<file path="src/rtl/cps2_video_pkg.sv">
// Shared CPS2 video constants, pixel/control layouts and the arithmetic helpers
// used by the line-buffer scan-out path.
`timescale 1ns/1ps
package cps2_video_pkg;

   localparam int unsigned H_PIXELS  = 384;
   localparam int unsigned NUM_LBUF  = 40;
   localparam int unsigned LBUF_AW   = 14;
   localparam int unsigned V_CTR_MAX = 4;

   typedef struct packed {
      logic [3:0] bri;
      logic [3:0] r;
      logic [3:0] g;
      logic [3:0] b;
   } pixel_t;

   typedef struct packed {
      logic       hs;
      logic       vs;
      logic       de;
      logic       x_valid;
      logic [2:0] v_ctr;
   } ctl_t;

   // Row stride of 384 = 256 + 128; illegal rows fall back to row 0.
   function automatic logic [LBUF_AW-1:0] lbuf_addr(input logic [5:0] vcnt,
                                                    input logic [8:0] hcnt);
      logic [5:0] row;
      row = (vcnt < 6'(NUM_LBUF)) ? vcnt : 6'd0;
      return {row, 8'd0} + {1'b0, row, 7'd0} + 14'(hcnt);
   endfunction

   function automatic logic [7:0] chan_decode(input logic [3:0] c4, input logic [3:0] bri);
      logic [12:0] prod;
      prod = 13'({c4, c4}) * 13'({1'b0, bri} + 5'd16);
      return prod[12:5];
   endfunction

   function automatic logic [7:0] scanline_dim(input logic [7:0] c8, input logic [1:0] str);
      logic [1:0] sh;
      sh = 2'd3 - str;
      return (str == 2'd3) ? 8'd0 : c8 - (c8 >> sh);
   endfunction

endpackage

</file>
<file path="src/rtl/cps2_color_decode.sv">
// One registered stage turning a CPS2 brightness/RGB444 word into RGB888.
`timescale 1ns/1ps
module cps2_color_decode
   import cps2_video_pkg::*;
(
   input  logic        clk,
   input  logic        rst_n,
   input  logic [15:0] pix,
   output logic [7:0]  r,
   output logic [7:0]  g,
   output logic [7:0]  b
);

   pixel_t p;
   assign p = pixel_t'(pix);

   always_ff @(posedge clk or negedge rst_n) begin
      if (!rst_n) begin
         r <= '0;
         g <= '0;
         b <= '0;
      end else begin
         r <= chan_decode(p.r, p.bri);
         g <= chan_decode(p.g, p.bri);
         b <= chan_decode(p.b, p.bri);
      end
   end

endmodule

</file>
<file path="src/rtl/lbuf_scanout.sv">
// Line-buffer scan-out: RAM addressing, colour decode, blanking/scanlines and
// sync/DE delay so everything leaves RAM_LATENCY+3 cycles after it arrived.
`timescale 1ns/1ps
module lbuf_scanout
   import cps2_video_pkg::*;
#(
   parameter int unsigned RAM_LATENCY = 2
) (
   input  logic                 PCLK,
   input  logic                 reset_n,
   input  logic                 HSYNC_in,
   input  logic                 VSYNC_in,
   input  logic                 DE_in,
   input  logic [8:0]           hcnt_lbuf,
   input  logic [5:0]           vcnt_lbuf,
   input  logic [2:0]           v_ctr,
   input  logic [2:0]           sl_cfg,
   output logic [LBUF_AW-1:0]   rd_addr,
   input  logic [15:0]          rd_data,
   output logic [7:0]           R_out,
   output logic [7:0]           G_out,
   output logic [7:0]           B_out,
   output logic                 HSYNC_out,
   output logic                 VSYNC_out,
   output logic                 DE_out
);

   // Control must line up with the decode register: address stage + RAM + decode.
   localparam int unsigned DLY = RAM_LATENCY + 2;

   ctl_t       dly_q [DLY];
   ctl_t       ctl_in;
   ctl_t       ctl_d;
   logic       sl_en_l;
   logic [1:0] str_l;
   logic [7:0] dec_r, dec_g, dec_b;
   logic [7:0] r_d, g_d, b_d;

   assign ctl_in = '{hs: HSYNC_in, vs: VSYNC_in, de: DE_in,
                     x_valid: (hcnt_lbuf < 9'(H_PIXELS)), v_ctr: v_ctr};
   assign ctl_d  = dly_q[DLY-1];

   always_ff @(posedge PCLK or negedge reset_n) begin
      if (!reset_n) begin
         rd_addr <= '0;
         for (int i = 0; i < int'(DLY); i++) dly_q[i] <= '0;
      end else begin
         rd_addr  <= lbuf_addr(vcnt_lbuf, hcnt_lbuf);
         dly_q[0] <= ctl_in;
         for (int i = 1; i < int'(DLY); i++) dly_q[i] <= dly_q[i-1];
      end
   end

   // Unreset on purpose: only meaningful once a vsync has loaded it.
   always_ff @(posedge PCLK) begin
      if (!VSYNC_in) begin
         sl_en_l <= sl_cfg[0];
         str_l   <= sl_cfg[2:1];
      end
   end

   cps2_color_decode u_decode (
      .clk   (PCLK),
      .rst_n (reset_n),
      .pix   (rd_data),
      .r     (dec_r),
      .g     (dec_g),
      .b     (dec_b)
   );

   always_comb begin
      r_d = '0;
      g_d = '0;
      b_d = '0;
      if (ctl_d.de && ctl_d.x_valid) begin
         if (sl_en_l && (ctl_d.v_ctr == 3'(V_CTR_MAX))) begin
            r_d = scanline_dim(dec_r, str_l);
            g_d = scanline_dim(dec_g, str_l);
            b_d = scanline_dim(dec_b, str_l);
         end else begin
            r_d = dec_r;
            g_d = dec_g;
            b_d = dec_b;
         end
      end
   end

   always_ff @(posedge PCLK or negedge reset_n) begin
      if (!reset_n) begin
         R_out     <= '0;
         G_out     <= '0;
         B_out     <= '0;
         HSYNC_out <= 1'b0;
         VSYNC_out <= 1'b0;
         DE_out    <= 1'b0;
      end else begin
         R_out     <= r_d;
         G_out     <= g_d;
         B_out     <= b_d;
         HSYNC_out <= ctl_d.hs;
         VSYNC_out <= ctl_d.vs;
         DE_out    <= ctl_d.de;
      end
   end

endmodule

</file>
<file path="config.mk">
export PLATFORM = sky130hd
export DESIGN_NAME = lbuf_scanout
export DESIGN_NICKNAME = d
export VERILOG_FILES = /design/src/rtl/cps2_video_pkg.sv /design/src/rtl/cps2_color_decode.sv /design/src/rtl/lbuf_scanout.sv
export SDC_FILE = /design/constraint.sdc
export NUM_CORES = 1
export LEC_CHECK = 0
export CAP_MARGIN = 10
export CELL_PAD_IN_SITES_DETAIL_PLACEMENT = 0
export CELL_PAD_IN_SITES_GLOBAL_PLACEMENT = 1
export CORE_MARGIN = 4
export CORE_UTILIZATION = 35
export DETAILED_ROUTE_END_ITERATION = 10
export GPL_TIMING_DRIVEN = 1
export PLACE_DENSITY = 0.67
export SLEW_MARGIN = 20
export SYNTH_ARGS = -nofsm -noshare
export SYNTH_HDL_FRONTEND = slang
export SYNTH_SLANG_ARGS = --single-unit
</file>
<file path="constraint.sdc">
create_clock -name PCLK -period 9.3 [get_ports PCLK]
set_clock_uncertainty 0.1 [all_clocks]
set_input_delay 1.86 -clock PCLK [delete_from_list [all_inputs] [get_ports PCLK]]
set_output_delay 1.86 -clock PCLK [all_outputs]
set_load 0.05 [all_outputs]
</file>
==> results by group <==
Status
  • Status: finished clean

Power and ir drop
  • Sw Ratio: 0.425
  • PwrDens: 237 mW/mm^2
  • Switch Pwr: 0.874 mW
  • P_int: 1.18 mW
  • Design Power: 2.06 mW
  • Static Leak: 4.19 nW
  • Sequential power share: 0.287
  • Logic gate share of total power: 0.536
  • Clock Power Share: 0.178
  • Peak supply drop: 105 uV

Routing
  • Antenna-violating nets left: 0
  • Routed wire length: 15000 um
  • Vias/cell: 4.78
  • Vias: 5075
  • DRC Markers: 0
  • DRT Pass-1 Iters: 4
  • Detailed Route Iter0 Violations: 216
  • Routed length per placed instance: 14.1 um

Clock network
  • # clock sinks: 96
  • Clock Latency Late Sink: 0.34 ns
  • CTS H-tree depth: 3
  • Post-CTS Setup Bufs: 0
  • CTS root buffer: clkbuf_16
  • Clock Path Buffers: 2
  • Post-cts repair resize count: 0
  • Hold Buf Count CTS: 0
  • CTS tree: yes
  • Clock transition at path regs: 0.08 ns
  • CTS Buf Count: 9

Worst setup path
  • Crit Path Max Fanout: 15
  • Critical path arrival: 5.92 ns
  • CP startpoint kind: input port
  • Worst Setup Path Type: in -> reg
  • WP data required: 9.45 ns
  • Nature of the critical path endpoint: flop

Synth
  • Synth top area cells: dfrtp_1 32%, ha_1 16%, fa_1 13%
  • Synth area leader: dfrtp_1
  • Count of unique library cells instantiated by Yosys: 45
  • Post-Syn Area: 0.00724 sq mm
  • Number of synthesized flops with an enable pin: 3
  • Synthesized area per cell: 10.2 sq um
  • Largest family of logic cells by synthesized area: adder cells
  • Post-synthesis instance total: 709
  • Post-synthesis mux area share: 0.0467
  • Post-synthesis xor/xnor area fraction: 0.0508
  • Syn Nets: 889
  • Synth Area in Adders: 0.287
  • Top_reg_cell synth: dfrtp_1
  • FFs w/ async S/R, synth: 0.969
  • Ys Warns: 0
  • Post-Synth Simple-Gate Area: 0.133
  • FF+latch count, synth: 96
  • Sequential area share after synthesis: 0.334
  • Synth Area in Compound Gates: 0.0842
  • Area share of the largest cell type after synthesis: 0.321

GRT
  • Vias in the first global route: 5264
  • Largest net degree at the start of global routing: 55
  • Gr usage total: 0.131
  • Initial antenna violation count: 0
  • Global route total overflow: 0
  • First-pass GRT wire length: 25800 um

STA
  • Total negative setup slack: 0 ns
  • Tcrit/Tclk final: 0.620
  • Max Clock Freq: 173 MHz
  • Slew Limit Fails: 0
  • Final critical-path required period: 5.77 ns
  • Fin. Hold Viols: 0
  • Worst slew pin tran: 0.690 ns
  • Max-slew headroom: 0.540
  • RSZ-0062 raised after global routing: no
  • Hold slack: 0.241 ns
  • # setup viols final: 0

Floorplanning
  • Starting Density: 0.357
  • Boundary pin count: 83
  • Die ar.: 0.0230 sq mm
  • Die width: 152 um
  • Core ar.: 0.0203 sq mm
  • Die Ht: 152 um
  • Number of cell rows: 52

Placed design
  • Post-DP HPWL: 12000 um
  • Placed Cells: 1046
  • Routability cong.: 0.886
  • IO buf count: 82

Cells and area
  • Commonest cells after routing, fill and taps aside: 102 x inv_1, 93 x dfrtp_1, 91 x ha_1
  • Area Growth Syn to Fin: 19.6%
  • Post-Layout Cell Count: 1062
  • # diodes: 0
  • Fin nets: 967
  • Commonest non-fill, non-tap cell in the layout: inv_1
  • Layout cell share with drive strength beyond 1: 0.0417

Run
  • # Max-Cap Violations: 0

Min path
  • Worst hold path type: reg -> reg
## state kept, by name (all words and copies together) (netlist names), 2 cells and up
name        cells
B_out           8
G_out           8
R_out           8
ctl_d           7
dly_q          21
rd_addr        14
str_l           2
u_decode.b      8
u_decode.g      8
u_decode.r      8
## critical path, cell delays in order
cell and delay [ns]:
clkdlybuf4s50_1 0.76, and2_1 0.24, fa_1 0.47, fa_1 0.55
inv_1 0.06, fa_1 0.54, inv_1 0.05, ha_1 0.20
o41a_1 0.45, a41o_1 0.31, o41ai_2 0.25, xnor2_1 0.18
## layer usage
metal	global-route usage	vias to the layer above	share of wire
li1	-	2513	-
met1	0.194	2432	0.50
met4	0.0338	0	0.014
met2	0.207	115	0.45
met5	0	-	0
met3	0.0156	15	0.030
## Yosys cell counts, types with 3 or more instances
library cell,count
mux2i_1,27
xnor2_1,30
clkbuf_1,15
mux2_2,6
o21bai_1,8
nand2b_1,6
nor2b_1,6
dfrtp_1,93
edfxtp_1,3
buf_2,3
and3_1,5
nor3_1,8
a211oi_1,7
fa_1,47
nand2_1,46
or3_1,3
ha_1,91
or4_1,7
o21a_1,4
nand3b_1,3
inv_1,102
a21o_1,10
a21oi_1,30
nor4_1,4
and2_1,41
nor2_1,19
nand3_1,26
nand4_1,9
xor2_1,12
o21ai_0,18
## cells by family (layout without fill, tap and decap cells)
kind of cell / after synthesis / count (layout)
multiplexers: 33 / 33
buffers and inverters: 122 / 205
XOR/XNOR: 42 / 42
adder cells (fa/ha/maj): 138 / 138
AO/OA/AOI/OAI: 93 / 93
AND/OR/NAND/NOR: 185 / 185
flip-flops: 96 / 96
## cell type report
class | count | area [sq um]
clock buffers | 9 | 225
multi-input cells | 491 | 4360
well taps | 270 | 338
flip-flops and latches | 96 | 2420
fillers | 1956 | 11600
clock inverters | 7 | 81.3
inverters | 102 | 383
repair buffers | 87 | 856
## through the flow
stage | utilization | cell area, sq um | worst slack [ns]
finish | 0.427 | 8660 | 3.53
global route | 0.427 | 8660 | 3.33
CTS | 0.427 | 8660 | 3.52
detailed placement | 0.412 | 8350 | 3.14
global placement | 0.412 | 8350 | 3.32
floorplan | - | 7240 | 4.00
## power by group through the flow
stage          sequential, mW  clock [mW]  combinational (mW)
4_1_cts                 0.590       0.380                1.11
6_report                0.589       0.365                1.10
3_5_place_dp            0.598           0                1.10
3_3_place_gp            0.596           0                1.08
5_1_grt                 0.605       0.395                1.24
2_1_floorplan           0.688           0               0.726
## final timing paths
check | from | endpoint | slack [ns] | depth (start not counted)
max in group asynchronous | reset_n | B_out[1] | 6.66 | 2
min in group asynchronous | reset_n | HSYNC_out | 1.36 | 1
min reg2reg | dly_q[10] | ctl_d[3] | 0.24 | 0
max | rd_data[13] | u_decode.b[7] | 3.53 | 12
max reg2reg | str_l[0] | B_out[6] | 6.46 | 12
min | dly_q[10] | ctl_d[3] | 0.24 | 0
Power figures use the tool's default switching activity.
